<file path="src/rtl/commutation_requester_if.sv">
// commutation_requester_if: MPC request / commutator drive bundle (rev 1.0)
`default_nettype none

interface commutation_requester_if;
  logic       mpc_valid;
  logic [5:0] mpc_vec;
  logic       i_sign;
  logic       clr_err;
  logic [5:0] vnew;
  logic       dir;
  logic       busy;
  logic       req_acc;
  logic       err_illegal;
  logic       err_overrun;

  modport master (
    output mpc_valid, mpc_vec, i_sign, clr_err,
    input  vnew, dir, busy, req_acc, err_illegal, err_overrun
  );

  modport slave (
    input  mpc_valid, mpc_vec, i_sign, clr_err,
    output vnew, dir, busy, req_acc, err_illegal, err_overrun
  );
endinterface

`default_nettype wire

</file>
<file path="src/rtl/commutation_requester.sv">
// commutation_requester: validates MPC switch vectors and drives vnew/dir to the four-step commutator (rev 1.0)
// Optional SIGN_FILTER_EN: debounce the synchronized current sign over DEB_LEN samples.
`default_nettype none

module commutation_requester #(
  parameter int         HOLD_CYC = 8,
  parameter int         DEB_LEN  = 4,
  parameter logic [5:0] RST_VEC  = 6'b000011
) (
  input  logic                    clk,
  input  logic                    rst_n,
  commutation_requester_if.slave  bus
);

  localparam int CNT_W = (HOLD_CYC > 2) ? $clog2(HOLD_CYC) : 1;

  typedef enum logic [1:0] {
    IDLE  = 2'd0,
    SETUP = 2'd1,
    APPLY = 2'd2
  } state_t;

  // The commutator needs four steps plus margin; the filter needs at least two samples.
  generate
    if (HOLD_CYC < 5 || DEB_LEN < 2) begin : g_param_check
      $error("commutation_requester: HOLD_CYC must be >= 5 and DEB_LEN >= 2");
    end
  endgenerate

  // ---------------------------------------------------------------- sign path
  logic sync_a;
  logic sync_b;
  logic sign_s;

`ifdef SIGN_FILTER_EN
  logic [DEB_LEN-1:0] deb_cnt;

  always_ff @(posedge clk) begin
    if (!rst_n) begin
      sync_a  <= 1'b0;
      sync_b  <= 1'b0;
      sign_s  <= 1'b0;
      deb_cnt <= '0;
    end else begin
      sync_a <= bus.i_sign;
      sync_b <= sync_a;
      // Count consecutive samples disagreeing with the accepted sign; accept on the DEB_LEN-th.
      if (sync_b == sign_s) begin
        deb_cnt <= '0;
      end else if (deb_cnt >= DEB_LEN'(DEB_LEN - 1)) begin
        sign_s  <= sync_b;
        deb_cnt <= '0;
      end else begin
        deb_cnt <= deb_cnt + 1'b1;
      end
    end
  end
`else
  always_ff @(posedge clk) begin
    if (!rst_n) begin
      sync_a <= 1'b0;
      sync_b <= 1'b0;
    end else begin
      sync_a <= bus.i_sign;
      sync_b <= sync_a;
    end
  end

  assign sign_s = sync_b;
`endif

  // ---------------------------------------------------------------- request FSM
  state_t           state_q,       state_d;
  logic [5:0]       vnew_q,        vnew_d;
  logic [5:0]       target_q,      target_d;
  logic [5:0]       pend_q,        pend_d;
  logic             pend_valid_q,  pend_valid_d;
  logic             dir_q,         dir_d;
  logic             req_acc_q,     req_acc_d;
  logic             err_illegal_q, err_illegal_d;
  logic             err_overrun_q, err_overrun_d;
  logic [CNT_W-1:0] cnt_q,         cnt_d;

  logic legal;
  logic fresh;
  logic to_pend;

  assign legal = (bus.mpc_vec == 6'b000011) ||
                 (bus.mpc_vec == 6'b001100) ||
                 (bus.mpc_vec == 6'b110000);

  // A request equal to what is driven or already in flight changes nothing.
  assign fresh   = bus.mpc_valid && legal &&
                   (bus.mpc_vec != vnew_q) && (bus.mpc_vec != target_q);
  assign to_pend = fresh && !(pend_valid_q && (bus.mpc_vec == pend_q));

  always_ff @(posedge clk) begin
    if (!rst_n) begin
      state_q       <= IDLE;
      vnew_q        <= RST_VEC;
      target_q      <= RST_VEC;
      pend_q        <= RST_VEC;
      pend_valid_q  <= 1'b0;
      dir_q         <= 1'b0;
      req_acc_q     <= 1'b0;
      err_illegal_q <= 1'b0;
      err_overrun_q <= 1'b0;
      cnt_q         <= '0;
    end else begin
      state_q       <= state_d;
      vnew_q        <= vnew_d;
      target_q      <= target_d;
      pend_q        <= pend_d;
      pend_valid_q  <= pend_valid_d;
      dir_q         <= dir_d;
      req_acc_q     <= req_acc_d;
      err_illegal_q <= err_illegal_d;
      err_overrun_q <= err_overrun_d;
      cnt_q         <= cnt_d;
    end
  end

  always_comb begin
    state_d       = state_q;
    vnew_d        = vnew_q;
    target_d      = target_q;
    pend_d        = pend_q;
    pend_valid_d  = pend_valid_q;
    dir_d         = dir_q;
    req_acc_d     = 1'b0;
    err_illegal_d = err_illegal_q;
    err_overrun_d = err_overrun_q;
    cnt_d         = cnt_q;

    // Clear first so that a simultaneous new error still sets its flag.
    if (bus.clr_err) begin
      err_illegal_d = 1'b0;
      err_overrun_d = 1'b0;
    end
    if (bus.mpc_valid && !legal) begin
      err_illegal_d = 1'b1;
    end

    case (state_q)
      IDLE: begin
        if (fresh) begin
          req_acc_d = 1'b1;
          target_d  = bus.mpc_vec;
          dir_d     = sign_s;
          state_d   = SETUP;
        end
      end

      SETUP: begin
        vnew_d  = target_q;
        cnt_d   = CNT_W'(HOLD_CYC - 1);
        state_d = APPLY;
        if (to_pend) begin
          if (pend_valid_q) err_overrun_d = 1'b1;
          pend_d       = bus.mpc_vec;
          pend_valid_d = 1'b1;
        end
      end

      APPLY: begin
        if (cnt_q != '0) begin
          cnt_d = cnt_q - 1'b1;
          if (to_pend) begin
            if (pend_valid_q) err_overrun_d = 1'b1;
            pend_d       = bus.mpc_vec;
            pend_valid_d = 1'b1;
          end
        end else if (pend_valid_q) begin
          req_acc_d    = 1'b1;
          target_d     = pend_q;
          dir_d        = sign_s;
          state_d      = SETUP;
          pend_valid_d = 1'b0;
          // The entry is consumed this cycle, so a new request refills it without overrun.
          if (fresh && (bus.mpc_vec != pend_q)) begin
            pend_d       = bus.mpc_vec;
            pend_valid_d = 1'b1;
          end
        end else if (fresh) begin
          // Arrives exactly as the hold ends: start it directly rather than losing it.
          req_acc_d = 1'b1;
          target_d  = bus.mpc_vec;
          dir_d     = sign_s;
          state_d   = SETUP;
        end else begin
          state_d = IDLE;
        end
      end

      default: begin
        state_d = IDLE;
      end
    endcase
  end

  assign bus.vnew        = vnew_q;
  assign bus.dir         = dir_q;
  assign bus.busy        = (state_q != IDLE);
  assign bus.req_acc     = req_acc_q;
  assign bus.err_illegal = err_illegal_q;
  assign bus.err_overrun = err_overrun_q;

endmodule

`default_nettype wire
</file>
<file path="src/flat_wrapper.sv">
// flat-port wrapper written by rule: the top's interface ports become plain ports
module commutation_requester_flat 
#(
  parameter int         HOLD_CYC = 8,
  parameter int         DEB_LEN  = 4,
  parameter logic [5:0] RST_VEC  = 6'b000011
)
  (clk, rst_n, bus_mpc_valid, bus_mpc_vec, bus_i_sign, bus_clr_err, bus_vnew, bus_dir, bus_busy, bus_req_acc, bus_err_illegal, bus_err_overrun);
  commutation_requester_if bus_i ();
  input  logic clk;
  input  logic rst_n;
  input wire logic [$bits(bus_i.mpc_valid)-1:0] bus_mpc_valid;
  input wire logic [$bits(bus_i.mpc_vec)-1:0] bus_mpc_vec;
  input wire logic [$bits(bus_i.i_sign)-1:0] bus_i_sign;
  input wire logic [$bits(bus_i.clr_err)-1:0] bus_clr_err;
  output wire logic [$bits(bus_i.vnew)-1:0] bus_vnew;
  output wire logic [$bits(bus_i.dir)-1:0] bus_dir;
  output wire logic [$bits(bus_i.busy)-1:0] bus_busy;
  output wire logic [$bits(bus_i.req_acc)-1:0] bus_req_acc;
  output wire logic [$bits(bus_i.err_illegal)-1:0] bus_err_illegal;
  output wire logic [$bits(bus_i.err_overrun)-1:0] bus_err_overrun;
  assign bus_i.mpc_valid = bus_mpc_valid;
  assign bus_i.mpc_vec = bus_mpc_vec;
  assign bus_i.i_sign = bus_i_sign;
  assign bus_i.clr_err = bus_clr_err;
  assign bus_vnew = bus_i.vnew;
  assign bus_dir = bus_i.dir;
  assign bus_busy = bus_i.busy;
  assign bus_req_acc = bus_i.req_acc;
  assign bus_err_illegal = bus_i.err_illegal;
  assign bus_err_overrun = bus_i.err_overrun;
  commutation_requester #(.HOLD_CYC(HOLD_CYC), .DEB_LEN(DEB_LEN), .RST_VEC(RST_VEC)) u_core (.clk(clk), .rst_n(rst_n), .bus(bus_i));
endmodule
</file>
<file path="config.mk">
export PLATFORM = sky130hd
export DESIGN_NAME = commutation_requester_flat
export DESIGN_NICKNAME = d
export VERILOG_FILES = /design/src/rtl/commutation_requester_if.sv /design/src/rtl/commutation_requester.sv /design/src/flat_wrapper.sv
export SDC_FILE = /design/constraint.sdc
export NUM_CORES = 1
export LEC_CHECK = 0
export ABC_CLOCK_PERIOD_IN_PS = 4800
export CAP_MARGIN = 10
export CORE_ASPECT_RATIO = 0.9
export CORE_UTILIZATION = 35
export DETAILED_ROUTE_END_ITERATION = 8
export PLACE_DENSITY = 0.55
export SETUP_SLACK_MARGIN = 0.1
export SLEW_MARGIN = 20
export SYNTH_ARGS = -nofsm -noshare
export SYNTH_HDL_FRONTEND = slang
export SYNTH_SLANG_ARGS = --single-unit
</file>
<file path="constraint.sdc">
create_clock -name clk -period 4.8 [get_ports clk]
set_input_delay 0.96 -clock clk [delete_from_list [all_inputs] [get_ports clk]]
set_output_delay 0.96 -clock clk [all_outputs]
set_load 0.01 [all_outputs]
</file>
==> summary.txt <==
Outcome
  • Run status: complete, no violations

Worst setup path
  • Path depth of the worst reg2reg path: 8
  • Maximum net fanout on the critical path: 9
  • Crit end category: flip-flop
  • Endpoint of the worst-slack reg-to-reg timing path: u_core.target_q[3]$_SDFFE_PN0P_
  • Data arrival time of the worst path: 3150 ps
  • Register-to-Register Setup Slack: 2380 ps
  • Reg-to-Reg Start: u_core.state_q[0]$_SDFFE_PN0P_
  • Critical path class: input port to flip-flop
  • Start point of the critical path: bus_mpc_vec[3]
  • Kind of start point of the critical path: input port
  • Critical path destination: u_core.pend_q[3]$_SDFFE_PN0P_
  • Required time of the worst setup path: 4960 ps

Floorplan
  • Die Outline Area: 5060 sq um
  • Core region area: 4520 sq um
  • Die X: 74.9 microns
  • Initial Utilization: 0.371
  • I/O pin count: 22
  • Total number of placement rows: 23
  • Die outline height: 67.6 microns

GRT
  • All-layer global routing usage: 0.171
  • Initial antenna violation count: 0
  • Remaining Overflow, GRT: 0
  • Global-route wire length before repair: 6330 microns
  • Vias in the first global route: 1283
  • Largest net degree at the start of global routing: 20

Routing
  • Wire length per cell after detailed routing: 14.4 microns
  • ANT nets after route: 0
  • DRT met1 WL: 1930 microns
  • Vias post-DR: 1371
  • Per-cell via count in the routed design: 5.12
  • Length of routed met2 wiring: 1740 microns
  • Met3 routed WL: 150 microns
  • DRC violation count after routing: 0
  • WL final: 3870 microns
  • First-iteration detailed-routing DRC count: 130
  • Uppermost signal routing layer after detailed routing: met4
  • Count of TritonRoute iterations in the first routing pass: 4

Pwr
  • LEAKAGE: 0.785 nW
  • Cell area power density: 308 nW/um^2
  • Power after layout: 0.620 mW
  • Worst voltage drop across the vdd grid: 0.107 mV

CTS
  • Number of H-tree levels: 2
  • CTS tree: yes
  • Number of buffers inserted by post-CTS setup repair: 0
  • Number of buffers on the longest clock path: 2
  • Buffer type at the clock tree root: clkbuf_8
  • Total clock buffers created by CTS: 5
  • Worst-path clk slew: 70 ps
  • CTS sink count: 30
  • Post-CTS Hold Buffers: 0
  • Post_cts resized: 0
  • Clock network latency to the later pin of the worst-skew pair: 280 ps

Timing
  • Final clock period utilization by the worst path: 0.625
  • Slew at the pin closest to its max-slew limit: 628 ps
  • Clock Skew: 5.08 ps
  • Timing-limited maximum frequency: 0.334 GHz
  • Setup repair after global routing missed its margin: no
  • Fin crit period: 3000 ps
  • Sum of negative setup slack: 0 ps
  • Max-slew violation count: 0
  • Setup violations, final: 0
  • Final hold viol count: 0
  • Relative slew slack: 0.580

Yosys
  • Warnings, synthesis: 0
  • Net count of the mapped netlist: 209
  • Sequential area share after synthesis: 0.359
  • Number of unique standard cell types used by synthesis: 42
  • Cell count after synthesis: 192
  • Post-Synthesis Cell Area: 1670 sq um
  • Synthesized area per cell: 8.72 sq um
  • #FFs+latches synth: 30

Place
  • Routability-driven placement congestion ratio: 0.816
  • Cell area reported after detailed placement: 1870 sq um
  • Hpwl dp: 2750 microns
  • # port buffers: 21

Final layout
  • Final layout net count: 222
  • Antenna Cells: 0
  • Layout cell share with drive strength beyond 1: 0.0631
  • Area overhead of the layout relative to synthesis: 20.3%
  • Final instance area: 2010 sq um
  • Total of fill cells in the finished design: 456

Min path
  • Worst hold path type: flip-flop to flip-flop

Run
  • Max-cap violations: 0
-- cells in the mapped netlist --
cell type / number / area share
a21oi_1: 7 / 0.021
a22oi_1: 1 / 0.0045
a22oi_2: 1 / 0.0075
a311oi_1: 4 / 0.021
a31oi_1: 3 / 0.011
a32oi_1: 1 / 0.0052
a41o_1: 1 / 0.0060
and2_0: 1 / 0.0037
and2_1: 2 / 0.0075
and3_1: 4 / 0.015
and4bb_1: 2 / 0.015
buf_2: 3 / 0.0090
buf_4: 1 / 0.0045
buf_6: 4 / 0.027
clkbuf_1: 7 / 0.016
clkbuf_2: 1 / 0.0030
clkinv_1: 1 / 0.0022
dfxtp_1: 30 / 0.36
ha_1: 6 / 0.045
inv_1: 10 / 0.022
mux2i_1: 12 / 0.072
nand2_1: 21 / 0.047
nand2b_1: 1 / 0.0037
nand3_1: 6 / 0.018
nand3_2: 1 / 0.0060
nand4_1: 2 / 0.0075
nor2_1: 19 / 0.043
nor3_1: 2 / 0.0060
nor4_1: 2 / 0.0075
nor4_4: 1 / 0.013
o2111ai_1: 2 / 0.010
o2111ai_4: 1 / 0.016
o21ai_0: 6 / 0.018
o21ai_1: 1 / 0.0030
o22ai_1: 2 / 0.0075
o311ai_0: 1 / 0.0052
o32ai_1: 1 / 0.0052
or2_0: 1 / 0.0037
or3b_1: 1 / 0.0052
or4_1: 1 / 0.0045
xnor2_1: 6 / 0.031
xor2_1: 12 / 0.063
-- flip-flops by register name, summed over array words and instances, names as in the netlist --
| register | flops |
|---|---|
| u_core.state_q | 2 |
| u_core.bus.err_overrun | 1 |
| u_core.cnt_q | 3 |
| u_core.sync_a | 1 |
| u_core.sign_s | 1 |
| u_core.bus.req_acc | 1 |
| u_core.target_q | 6 |
| u_core.bus.err_illegal | 1 |
| u_core.pend_valid_q | 1 |
| u_core.bus.vnew | 6 |
| u_core.pend_q | 6 |
| u_core.bus.dir | 1 |
-- power breakdown --
| group | switching (mW) | internal [mW] |
|---|---|---|
| combinational | 0.0262 | 0.0208 |
| clock | 0.0976 | 0.221 |
| sequential | 0.00207 | 0.252 |
| total | 0.126 | 0.494 |
-- critical path, cell delays in order --
cell	delay, ps
clkdlybuf4s50_1	620
nor4_4	350
nand3_2	120
a22oi_2	210
and3_1	440
o2111ai_4	270
mux2i_1	190
-- metal layers --
layer,track usage,up-vias
met2,0.260,31
met1,0.231,650
li1,-,686
met5,0,-
met3,0.0448,4
met4,0.0637,0
-- kinds of logic (layout without fill, tap and decap cells) --
logic type	Yosys count	count (layout)	share of synthesized area
AO/OA/AOI/OAI	32	32	0.141
AND/OR/NAND/NOR	67	67	0.206
XOR/XNOR	18	18	0.0942
multiplexers	12	12	0.0718
flip-flops	30	30	0.359
buffers and inverters	27	41	0.0837
adder cells (fa/ha/maj)	6	6	0.0448
-- metrics by stage --
step	instances	hold WS (ps)	setup WS, ps	utilization
after global routing	268	477	1680	0.446
final	268	438	1800	0.446
after CTS	268	439	1830	0.446
after floorplan	192	412	2410	-
after global placement	260	414	1590	0.414
after detailed placement	260	422	1520	0.414
-- worst min path at each step --
stage	slack, ps	depth (start not counted)	endpoint	from
floorplan	410	1	u_core.sign_s$_SDFF_PN0_	u_core.sync_a$_SDFF_PN0_
global placement	410	1	u_core.sign_s$_SDFF_PN0_	u_core.sync_a$_SDFF_PN0_
detailed placement	420	1	u_core.sign_s$_SDFF_PN0_	u_core.sync_a$_SDFF_PN0_
CTS	440	1	u_core.sign_s$_SDFF_PN0_	u_core.sync_a$_SDFF_PN0_
global route	480	2	u_core.bus.dir$_SDFFE_PN0P_	u_core.sign_s$_SDFF_PN0_
finish	440	1	u_core.sign_s$_SDFF_PN0_	u_core.sync_a$_SDFF_PN0_
-- layout by cell type (no fill, tap or decap), types with 2 or more instances in the layout --
master and n:
o2111ai_1 2, o21ai_0 6, ha_1 6, nand3_1 6
and4bb_1 2, nor4_1 2, nor3_1 2, nand4_1 2
and3_1 4, a21oi_1 7, xor2_1 12, clkbuf_8 6
o22ai_1 2, clkdlybuf4s50_1 21, bufinv_16 2, nor2_1 19
inv_1 10, nand2_1 21, dfxtp_1 30, mux2i_1 12
and2_1 2, a31oi_1 3, xnor2_1 6, a311oi_1 4
-- cell type report --
class | instances | area (sq um) | share of cell area
Sequential cell | 30 | 601 | 0.298
Tap cell | 62 | 77.6 | 0.0385
Clock inverter | 2 | 60.1 | 0.0298
Timing Repair Buffer | 22 | 218 | 0.108
Clock buffer | 6 | 82.6 | 0.0410
Inverter | 11 | 41.3 | 0.0205
Multi-Input combinational cell | 135 | 933 | 0.464
(Power assumes the default switching activity.)
